<file path="config.mk">
export PLATFORM = sky130hd
export DESIGN_NAME = load_store_unit_flat
export DESIGN_NICKNAME = d
export VERILOG_FILES = /design/src/rtl/lsu_pkg.sv /design/src/rtl/lsu_if.sv /design/src/rtl/lsu_align.sv /design/src/rtl/load_store_unit.sv /design/src/flat_wrapper.sv
export SDC_FILE = /design/constraint.sdc
export NUM_CORES = 1
export LEC_CHECK = 0
export ABC_AREA = 1
export BUFFER_PORTS_ARGS = -buffer_cell sky130_fd_sc_hd__buf_2
export CELL_PAD_IN_SITES_DETAIL_PLACEMENT = 1
export CELL_PAD_IN_SITES_GLOBAL_PLACEMENT = 2
export CORE_UTILIZATION = 27
export CTS_BUF_LIST = sky130_fd_sc_hd__clkbuf_8
export CTS_CLUSTER_SIZE = 8
export DETAILED_ROUTE_END_ITERATION = 16
export GPL_ROUTABILITY_DRIVEN = 1
export MAX_ROUTING_LAYER = met4
export PLACE_DENSITY_LB_ADDON = 0.1
export SLEW_MARGIN = 20
export SYNTH_ARGS = -nofsm -noshare
export SYNTH_HDL_FRONTEND = slang
export SYNTH_HIERARCHICAL = 1
export SYNTH_SLANG_ARGS = --single-unit
</file>
<file path="constraint.sdc">
create_clock -name clk -period 4.35 [get_ports clk]
set_input_delay 1.0875 -clock clk [delete_from_list [all_inputs] [get_ports clk]]
set_output_delay 1.0875 -clock clk [all_outputs]
set_load 0.1 [all_outputs]
</file>
<file path="src/rtl/lsu_pkg.sv">
// Shared constants and types for the load/store unit slice.
package lsu_pkg;

    localparam int WORD_W = 32;

    // Access size encodings carried on req_size.
    localparam logic [1:0] SZ_BYTE = 2'b00;
    localparam logic [1:0] SZ_HALF = 2'b01;
    localparam logic [1:0] SZ_WORD = 2'b10;
    localparam logic [1:0] SZ_RSVD = 2'b11;

    typedef enum logic [1:0] {
        IDLE = 2'b00,
        RD   = 2'b01,
        WR   = 2'b10,
        RESP = 2'b11
    } state_t;

endpackage

</file>
<file path="src/rtl/lsu_if.sv">
// Core request/response channel and word-memory port of the load/store unit.
//
// Handshake: a request transfers on the rising edge where req_valid and
// req_ready are both high; req_valid may be raised at any time and is ignored
// while req_ready is low (nothing is queued). resp_valid is a one-cycle pulse
// with no back-pressure; resp_rdata/resp_err are meaningful while it is high.
interface lsu_req_if;
    import lsu_pkg::*;

    logic              req_valid;
    logic              req_ready;
    logic              req_write;
    logic [1:0]        req_size;
    logic              req_unsigned;
    logic [WORD_W-1:0] req_addr;
    logic [WORD_W-1:0] req_wdata;
    logic              resp_valid;
    logic [WORD_W-1:0] resp_rdata;
    logic              resp_err;

    modport master (
        output req_valid, req_write, req_size, req_unsigned, req_addr, req_wdata,
        input  req_ready, resp_valid, resp_rdata, resp_err
    );

    modport slave (
        input  req_valid, req_write, req_size, req_unsigned, req_addr, req_wdata,
        output req_ready, resp_valid, resp_rdata, resp_err
    );
endinterface

// Single-cycle word memory port: read data returns combinationally while
// mem_re is high, a write commits in the cycle mem_we is high.
interface lsu_mem_if;
    import lsu_pkg::*;

    logic [WORD_W-1:0] mem_addr;
    logic [WORD_W-1:0] mem_wdata;
    logic              mem_re;
    logic              mem_we;
    logic [WORD_W-1:0] mem_rdata;

    modport master (
        output mem_addr, mem_wdata, mem_re, mem_we,
        input  mem_rdata
    );

    modport slave (
        input  mem_addr, mem_wdata, mem_re, mem_we,
        output mem_rdata
    );
endinterface

</file>
<file path="src/rtl/lsu_align.sv">
// Little-endian lane selection: extends a loaded lane and merges a store lane.
module lsu_align
    import lsu_pkg::*;
(
    input  logic [1:0]        offset,
    input  logic [1:0]        size,
    input  logic              is_unsigned,
    input  logic [WORD_W-1:0] rword,
    input  logic [WORD_W-1:0] wdata,
    output logic [WORD_W-1:0] load_val,
    output logic [WORD_W-1:0] merged
);

    logic [7:0]  byte_lane;
    logic [15:0] half_lane;

    assign byte_lane = rword[{offset, 3'b000} +: 8];
    assign half_lane = rword[{offset[1], 4'b0000} +: 16];

    // Extend the addressed lane for loads; overlay the store lane on the read word.
    always_comb begin
        load_val = rword;
        merged   = wdata;
        case (size)
            SZ_BYTE: begin
                load_val = is_unsigned ? {24'b0, byte_lane} : {{24{byte_lane[7]}}, byte_lane};
                merged   = rword;
                merged[{offset, 3'b000} +: 8] = wdata[7:0];
            end
            SZ_HALF: begin
                load_val = is_unsigned ? {16'b0, half_lane} : {{16{half_lane[15]}}, half_lane};
                merged   = rword;
                merged[{offset[1], 4'b0000} +: 16] = wdata[15:0];
            end
            default: begin
                load_val = rword;
                merged   = wdata;
            end
        endcase
    end

endmodule

</file>
<file path="src/rtl/load_store_unit.sv">
// Byte/half/word load-store initiator for a single-cycle word memory.
// Sub-word stores read the word first and write back the merged word.
module load_store_unit
    import lsu_pkg::*;
#(
    parameter int DEPTH_WORDS = 32
) (
    input  logic       clk,
    input  logic       rst,
    lsu_req_if.slave   req,
    lsu_mem_if.master  mem,
    output state_t     dbg_state
);

    localparam logic [WORD_W-1:0] DEPTH_LIM = WORD_W'(DEPTH_WORDS);

    state_t            state, state_next;
    logic              lat_write, lat_unsigned;
    logic [1:0]        lat_size;
    logic [WORD_W-1:0] lat_addr, lat_wdata, rd_word;
    logic [WORD_W-1:0] resp_rdata_q;
    logic              resp_err_q;
    logic              req_err, accept;
    logic [WORD_W-1:0] align_rword, load_val, merged;

    assign accept = req.req_valid && (state == IDLE);

    // A request is rejected at accept for a reserved size, misalignment or an
    // out-of-range word index; such a request never reaches the memory port.
    assign req_err = (req.req_size == SZ_RSVD)
                  || (req.req_size == SZ_HALF && req.req_addr[0])
                  || (req.req_size == SZ_WORD && req.req_addr[1:0] != 2'b00)
                  || ({2'b00, req.req_addr[31:2]} >= DEPTH_LIM);

    // Loads extract from the live read data in RD; the RMW merge in WR uses the
    // word captured at the end of RD.
    assign align_rword = (state == RD) ? mem.mem_rdata : rd_word;

    lsu_align u_align (
        .offset      (lat_addr[1:0]),
        .size        (lat_size),
        .is_unsigned (lat_unsigned),
        .rword       (align_rword),
        .wdata       (lat_wdata),
        .load_val    (load_val),
        .merged      (merged)
    );

    assign req.resp_rdata = resp_rdata_q;
    assign req.resp_err   = resp_err_q;
    assign dbg_state      = state;

    // State register; reset aborts any in-flight access immediately.
    always_ff @(posedge clk or posedge rst) begin
        if (rst) state <= IDLE;
        else     state <= state_next;
    end

    // Request latch, read-word capture and registered response.
    always_ff @(posedge clk or posedge rst) begin
        if (rst) begin
            lat_write    <= 1'b0;
            lat_unsigned <= 1'b0;
            lat_size     <= SZ_BYTE;
            lat_addr     <= '0;
            lat_wdata    <= '0;
            rd_word      <= '0;
            resp_rdata_q <= '0;
            resp_err_q   <= 1'b0;
        end else if (accept) begin
            lat_write    <= req.req_write;
            lat_unsigned <= req.req_unsigned;
            lat_size     <= req.req_size;
            lat_addr     <= req.req_addr;
            lat_wdata    <= req.req_wdata;
            resp_rdata_q <= '0;
            resp_err_q   <= req_err;
        end else if (state == RD) begin
            rd_word <= mem.mem_rdata;
            if (!lat_write) resp_rdata_q <= load_val;
        end
    end

    // Next-state selection and per-state port drive.
    always_comb begin
        state_next     = state;
        req.req_ready  = 1'b0;
        req.resp_valid = 1'b0;
        mem.mem_re     = 1'b0;
        mem.mem_we     = 1'b0;
        mem.mem_addr   = '0;
        mem.mem_wdata  = '0;
        case (state)
            IDLE: begin
                req.req_ready = 1'b1;
                if (req.req_valid) begin
                    if (req_err)                   state_next = RESP;
                    else if (!req.req_write)       state_next = RD;
                    else if (req.req_size == SZ_WORD) state_next = WR;
                    else                           state_next = RD;
                end
            end
            RD: begin
                mem.mem_re   = 1'b1;
                mem.mem_addr = {lat_addr[31:2], 2'b00};
                state_next   = lat_write ? WR : RESP;
            end
            WR: begin
                mem.mem_we    = 1'b1;
                mem.mem_addr  = {lat_addr[31:2], 2'b00};
                mem.mem_wdata = merged;
                state_next    = RESP;
            end
            RESP: begin
                req.resp_valid = 1'b1;
                state_next     = IDLE;
            end
            default: state_next = IDLE;
        endcase
    end

endmodule

</file>
<file path="src/flat_wrapper.sv">
// flat-port wrapper written by rule: the top's interface ports become plain ports
module load_store_unit_flat import lsu_pkg::*;
#(
    parameter int DEPTH_WORDS = 32
)
  (clk, rst, dbg_state, req_req_valid, req_req_write, req_req_size, req_req_unsigned, req_req_addr, req_req_wdata, req_req_ready, req_resp_valid, req_resp_rdata, req_resp_err, mem_mem_addr, mem_mem_wdata, mem_mem_re, mem_mem_we, mem_mem_rdata);
  lsu_req_if req_i ();
  lsu_mem_if mem_i ();
  input  logic clk;
  input  logic rst;
  output state_t dbg_state;
  input wire logic [$bits(req_i.req_valid)-1:0] req_req_valid;
  input wire logic [$bits(req_i.req_write)-1:0] req_req_write;
  input wire logic [$bits(req_i.req_size)-1:0] req_req_size;
  input wire logic [$bits(req_i.req_unsigned)-1:0] req_req_unsigned;
  input wire logic [$bits(req_i.req_addr)-1:0] req_req_addr;
  input wire logic [$bits(req_i.req_wdata)-1:0] req_req_wdata;
  output wire logic [$bits(req_i.req_ready)-1:0] req_req_ready;
  output wire logic [$bits(req_i.resp_valid)-1:0] req_resp_valid;
  output wire logic [$bits(req_i.resp_rdata)-1:0] req_resp_rdata;
  output wire logic [$bits(req_i.resp_err)-1:0] req_resp_err;
  output wire logic [$bits(mem_i.mem_addr)-1:0] mem_mem_addr;
  output wire logic [$bits(mem_i.mem_wdata)-1:0] mem_mem_wdata;
  output wire logic [$bits(mem_i.mem_re)-1:0] mem_mem_re;
  output wire logic [$bits(mem_i.mem_we)-1:0] mem_mem_we;
  input wire logic [$bits(mem_i.mem_rdata)-1:0] mem_mem_rdata;
  assign req_i.req_valid = req_req_valid;
  assign req_i.req_write = req_req_write;
  assign req_i.req_size = req_req_size;
  assign req_i.req_unsigned = req_req_unsigned;
  assign req_i.req_addr = req_req_addr;
  assign req_i.req_wdata = req_req_wdata;
  assign req_req_ready = req_i.req_ready;
  assign req_resp_valid = req_i.resp_valid;
  assign req_resp_rdata = req_i.resp_rdata;
  assign req_resp_err = req_i.resp_err;
  assign mem_mem_addr = mem_i.mem_addr;
  assign mem_mem_wdata = mem_i.mem_wdata;
  assign mem_mem_re = mem_i.mem_re;
  assign mem_mem_we = mem_i.mem_we;
  assign mem_i.mem_rdata = mem_mem_rdata;
  load_store_unit #(.DEPTH_WORDS(DEPTH_WORDS)) u_core (.clk(clk), .rst(rst), .req(req_i), .mem(mem_i), .dbg_state(dbg_state));
endmodule
</file>
# [Yosys cells after proc, flatten, opt, wreduce, memory -nomap -nowiden]
# Index checks and enable logic that the tools add are counted.
[totals] ff_bits=135 word_cells=61 inputBits=103 output_inout_bits=103
[op_classes] shift=6 muxes=22 addsub=2 n_reduce_logical=12 eq_ne=9 order_cmp=1
[op_table] op="$mux 32" n=8
[op_table] op="$pmux 32 s2" n=2
[op_table] op="$bwmux 32" n=2
[op_table] op="$shift 16x7->32 const A" n=1
[op_table] op="$shift 8x7->32 const A" n=1
[op_table] op="$shiftx 16x7->32" n=1
[op_table] op="$shiftx 32x6->16" n=1
[op_table] op="$shiftx 32x6->8" n=1
[op_table] op="$shiftx 8x7->32" n=1
[op_table] op="$ge 30x6->1 const B" n=1
[op_table] op="$neg 5->7" n=2
[op_table] op="$eq 2x2->1 const B" n=4
[op_table] op="$mux 2" n=4
[op_table] op="$pmux 2 s4" n=1
[op_table] op="$eq 2x1->1 const B" n=3
[op_table] op="$mux 1" n=5
[op_table] op="$logic_not 2->1" n=2
[op_table] op="$ne 2x2->1 const B" n=2
[op_table] op="$reduce_bool 2->1" n=2
[op_table] op="$logic_and 1x1->1" n=3
[op_table] op="$logic_or 1x1->1" n=3
[op_table] op="$reduce_and 2->1" n=1
[op_table] op="$reduce_or 2->1" n=1

# [Longest topological paths before layout]
[logic_depth] word_depth=8 mapped_depth=15

# [Hierarchy]
# Netlist, hierarchy kept.
[by_module_without_submodules] mod="load_store_unit" n_inst=1 cells_each=819 area_each_um2=6603.8
[by_module_without_submodules] mod="lsu_align" n_inst=1 cells_each=391 area_each_um2=1853.0

# [Least setup slack after synthesis]
# Ideal clock, no wire load.
[synth_timing] path_kind="reg-to-output" startpoint="register u_core.state[0], in the netlist u_core/dbg_state[0]" endpoint="output mem_mem_wdata[31]" required_time_ns=3.263 arrival_ns=3.446 stages_incl_launch_ff=12 path_slack_ns=-0.183 path_cell_list="dfrtp_1 ha_1 buf_6 buf_8 nand2_1 o21ai_2 inv_1 o22ai_1 nand2_1 nand2_1 nand2_1 inv_1"
[synth_via] elab_chain_cells=5 word_cells_on_any_way=7 cone_classes="eq/ne: 2; mux: 5"
[synth_rtl] element="start: declaration" line="load_store_unit.sv:17" text="state_t state, state_next;"
[synth_rtl] element="start signal: assignment" line="load_store_unit.sv:56" text="else state <= state_next;"
[synth_rtl] element="$eq 2x1->1 (*)" line="load_store_unit.sv:37" text="assign align_rword = (state == RD) ? mem.mem_rdata : rd_word;"
[synth_rtl] element="$mux 32 (*)"
[synth_rtl] element="net u_core.align_rword[31]" line="load_store_unit.sv:24" text="logic [WORD_W-1:0] align_rword, load_val, merged;"
[synth_rtl] element="$bwmux 32, on equally long branches" line="lsu_align.sv:33, lsu_align.sv:28"
[synth_rtl] element="$pmux 32 s2 (*)" line="lsu_align.sv:24" text="case (size)"
[synth_rtl] element="net u_core.merged[31]" line="load_store_unit.sv:24"
[synth_rtl] element="$mux 32 (*)" line="load_store_unit.sv:93" text="case (state)"
[synth_rtl] element="end: declaration" line="flat_wrapper.sv:23" text="output wire logic [$bits(mem_i.mem_wdata)-1:0] mem_mem_wdata;"
# Mark *: on every way through the listed nets, which the timed path passes. The rest lies on a longest branch.

# [Worst setup path in the final report]
[layout_timing] startpoint="register u_core.state[1], in the netlist u_core/dbg_state[1]" endpoint="output mem_mem_wdata[21]"
# Same word-level chain as after synthesis.

==> results.sh <==
export IMPL_drtAntennaViolNets=0
export IMPL_wl_per_cell_um=18.00
export IMPL_grt_pass1_wl_um=49530
export IMPL_slew_violations=0
export IMPL_stdcell_count=1790
export IMPL_grt_overflow=0
export IMPL_critical_path_cell_chain="inv_1, ha_4, buf_12, nand2_1, o21ai_2, nand3_1, and3_1, nand2_1, nand2_1, inv_1, buf_2"
export IMPL_synth_ff_type="dfrtp_1"
export IMPL_nets=1493
export IMPL_dpl_worst_slack_ns=0.6812
export IMPL_synth_cell_type_count=33
export IMPL_grt_max_degree=136
export IMPL_synth_edff_count=0
export IMPL_clockBufferDepth=2
export IMPL_postCtsSetupBuffers=0
export IMPL_fin_worst_skew_ns=0.02121
export IMPL_synth_top_cell_area_share_pct=39.95
export IMPL_ys_seq_area_share_pct=39.95
export IMPL_final_setup_worst_slack_ns=0.4266
export IMPL_drtIter0Drc=366
export IMPL_grt_total_usage_pct=21.25
export IMPL_grt_pass1_vias=8333
export IMPL_numPlacedInstances=1757
export IMPL_worst_pin_slew_ns=0.8639
export IMPL_critPathSlowestCell="dfrtp_1"
export IMPL_ios=206
export IMPL_yosysWarnings=6
export IMPL_viasPerCell=4.584
export IMPL_dpl_hpwl_um=23420
export IMPL_fin_util_pct=32.87
export IMPL_initial_core_util_pct=27.57
export IMPL_period_needed_ns=3.923
export IMPL_ys_top_cells_by_area="dfrtp_1, nand2_1, inv_1"
export IMPL_cts_resized=0
export IMPL_synthCells=1210
export IMPL_status="finished clean"
export IMPL_max_cap_viol_count=0
export IMPL_cp_arrival_ns=2.84
export IMPL_cts_tree="done"
export IMPL_fp_coreArea_mm2=0.03067
export IMPL_cts_buffers=17
export IMPL_cts_root_buf="clkbuf_8"
export IMPL_place_congestion=0.8049
export IMPL_htree_levels=4
export IMPL_die_height_um=179.0
export IMPL_crit_type="register to primary output"
export IMPL_clk_latency_ns=0.47
export IMPL_syn_area_per_cell_um2=6.989
export IMPL_wirelength_um=32220
export IMPL_n_antenna_cell=0
export IMPL_postCtsHoldBufs=0
export IMPL_cts_sinks=135
export IMPL_required_ns=3.26
export IMPL_crit_path_start_kind="register"
export IMPL_synth_largest_area_cell="dfrtp_1"
export IMPL_drc=0
export IMPL_slew_headroom_pct=42.41
export IMPL_endpoint_kind="primary output"
export IMPL_grt_setup_unrepaired="false"
export IMPL_hold_viol=0
export IMPL_setup_tns_ns=0
export IMPL_path_clk_slew_ns=0.10
export IMPL_synth_seq_cells=135
export IMPL_die_w_um=179.0
export IMPL_cp_common_cell="nand2_1"
export IMPL_worstHoldPathType="register to register"
export IMPL_syn_area_mm2=0.008457
export IMPL_numPortBuffers=203
export IMPL_setup_violations_final=0
export IMPL_dieArea_mm2=0.03203
export IMPL_async_flop_share_pct=100.0
export IMPL_synthToLayoutAreaGrowth_pct=19.20
export IMPL_first_pass_iters=4
export IMPL_slowest_delay_ns=0.42
export IMPL_fmax_ghz=0.2549
export IMPL_vias=8206
export IMPL_fp_row_count=64
export IMPL_antenna_found_initial=0
export IMPL_drive_gt1_share_pct=23.74
export IMPL_finalCritPeriodShare_pct=90.19
export IMPL_crit_path_max_fanout=22
==> cell usage after synthesis (2+ instances only) <==
cell type and instances:
dfrtp_1 135, nand2_1 466, buf_12 3, clkbuf_1 11
nand3_2 9, nor2_1 34, nand2_2 25, o21ai_1 74
and3_1 9, a21oi_1 4, buf_2 26, o21ai_0 39
buf_6 17, nand2_4 2, buf_4 3, nand3_1 93
buf_1 2, ha_1 9, clkbuf_2 2, o21ai_2 35
o211ai_1 6, buf_8 4, nor2_4 3, inv_2 3
inv_1 180, o22ai_1 9
==> routing by layer <==
metal / GRT usage [%] / routed length (um)
met5: - / 0
met4: 4.944 / 342
met3: 3.732 / 1431
met2: 32.82 / 14940
met1: 28.77 / 15500
==> per-stage QoR <==
stage / area (um2) / hold WS [ns]
2_1_floorplan: 8467 / 0.4487
3_3_place_gp: 9659 / 0.4615
3_5_place_dp: 9659 / 0.4697
4_1_cts: 10060 / 0.4963
5_1_grt: 10080 / 0.5214
6_report: 10080 / 0.4887
==> placed cells by master, fill, tap and decap left out, types with 3 or more instances in the layout <==
cell type / count
inv_6: 6
buf_2: 201
buf_4: 12
nor2_4: 3
o21ai_0: 39
dfrtp_1: 135
nor2_1: 34
inv_1: 180
o211ai_1: 6
buf_12: 6
and3_1: 9
ha_1: 8
nand2_2: 24
o21ai_2: 35
inv_2: 3
o21ai_1: 74
nand3_1: 93
clkbuf_8: 17
clkinvlp_4: 4
nand3_2: 9
a21oi_1: 4
o22ai_1: 9
nand2_1: 466
==> cell families (layout without fill, tap and decap cells) <==
logic type,count (synthesis),after routing,synth area share [%]
simple gates,642,642,32.02
buf+inv,254,437,14.75
fa+ha+maj,9,9,1.332
other cells,1,2,0.04434
compound gates,169,169,11.91
flops,135,135,39.95
==> sequential cells by signal (all words and copies together) (netlist names) <==
register / flops
u_core/lat_unsigned: 1
u_core/req.resp_err: 1
u_core/lat_addr: 32
u_core/dbg_state: 2
u_core/lat_size: 2
u_core/lat_write: 1
u_core/rd_word: 32
u_core/lat_wdata: 32
u_core/req.resp_rdata: 32
==> area by class of cell <==
cell class	count	area, um2
tap	396	495.5
sequential	135	3378
multi-input combinational	822	3861
timing repair buffer	219	1216
clock inverter	15	167.7
inverter	186	728.2
fill	3994	20590
clock buffer	17	234.0
==> final timing paths <==
| kind | from | end | slack (ns) | depth (start not counted) |
|---|---|---|---|---|
| hold reg to reg | u_core/lat_addr[18] | u_core/lat_addr[18] | 0.49 | 2 |
| setup reg to reg | u_core/dbg_state[1] | u_core/req.resp_rdata[31] | 1.71 | 11 |
| min in group asynchronous | rst | u_core/req.resp_rdata[7] | 0.81 | 3 |
| hold / removal | u_core/lat_addr[18] | u_core/lat_addr[18] | 0.49 | 2 |
| setup / recovery | u_core/dbg_state[1] | mem_mem_wdata[21] | 0.43 | 11 |
| max in group asynchronous | rst | u_core/rd_word[14] | 2.84 | 3 |
==> worst max-delay path: cells and delay by family, from the launching register on <==
kind	cells	cell delay (ns)
flip-flops	1	0.42
AO/OA/AOI/OAI	1	0.18
buffers and inverters	4	0.84
AND/OR/NAND/NOR	5	0.53
adder cells (fa/ha/maj)	1	0.40
Power is left out: the tool's default activity adds up to more than one toggle a clock period on the data nets, which glitch-free logic cannot reach.
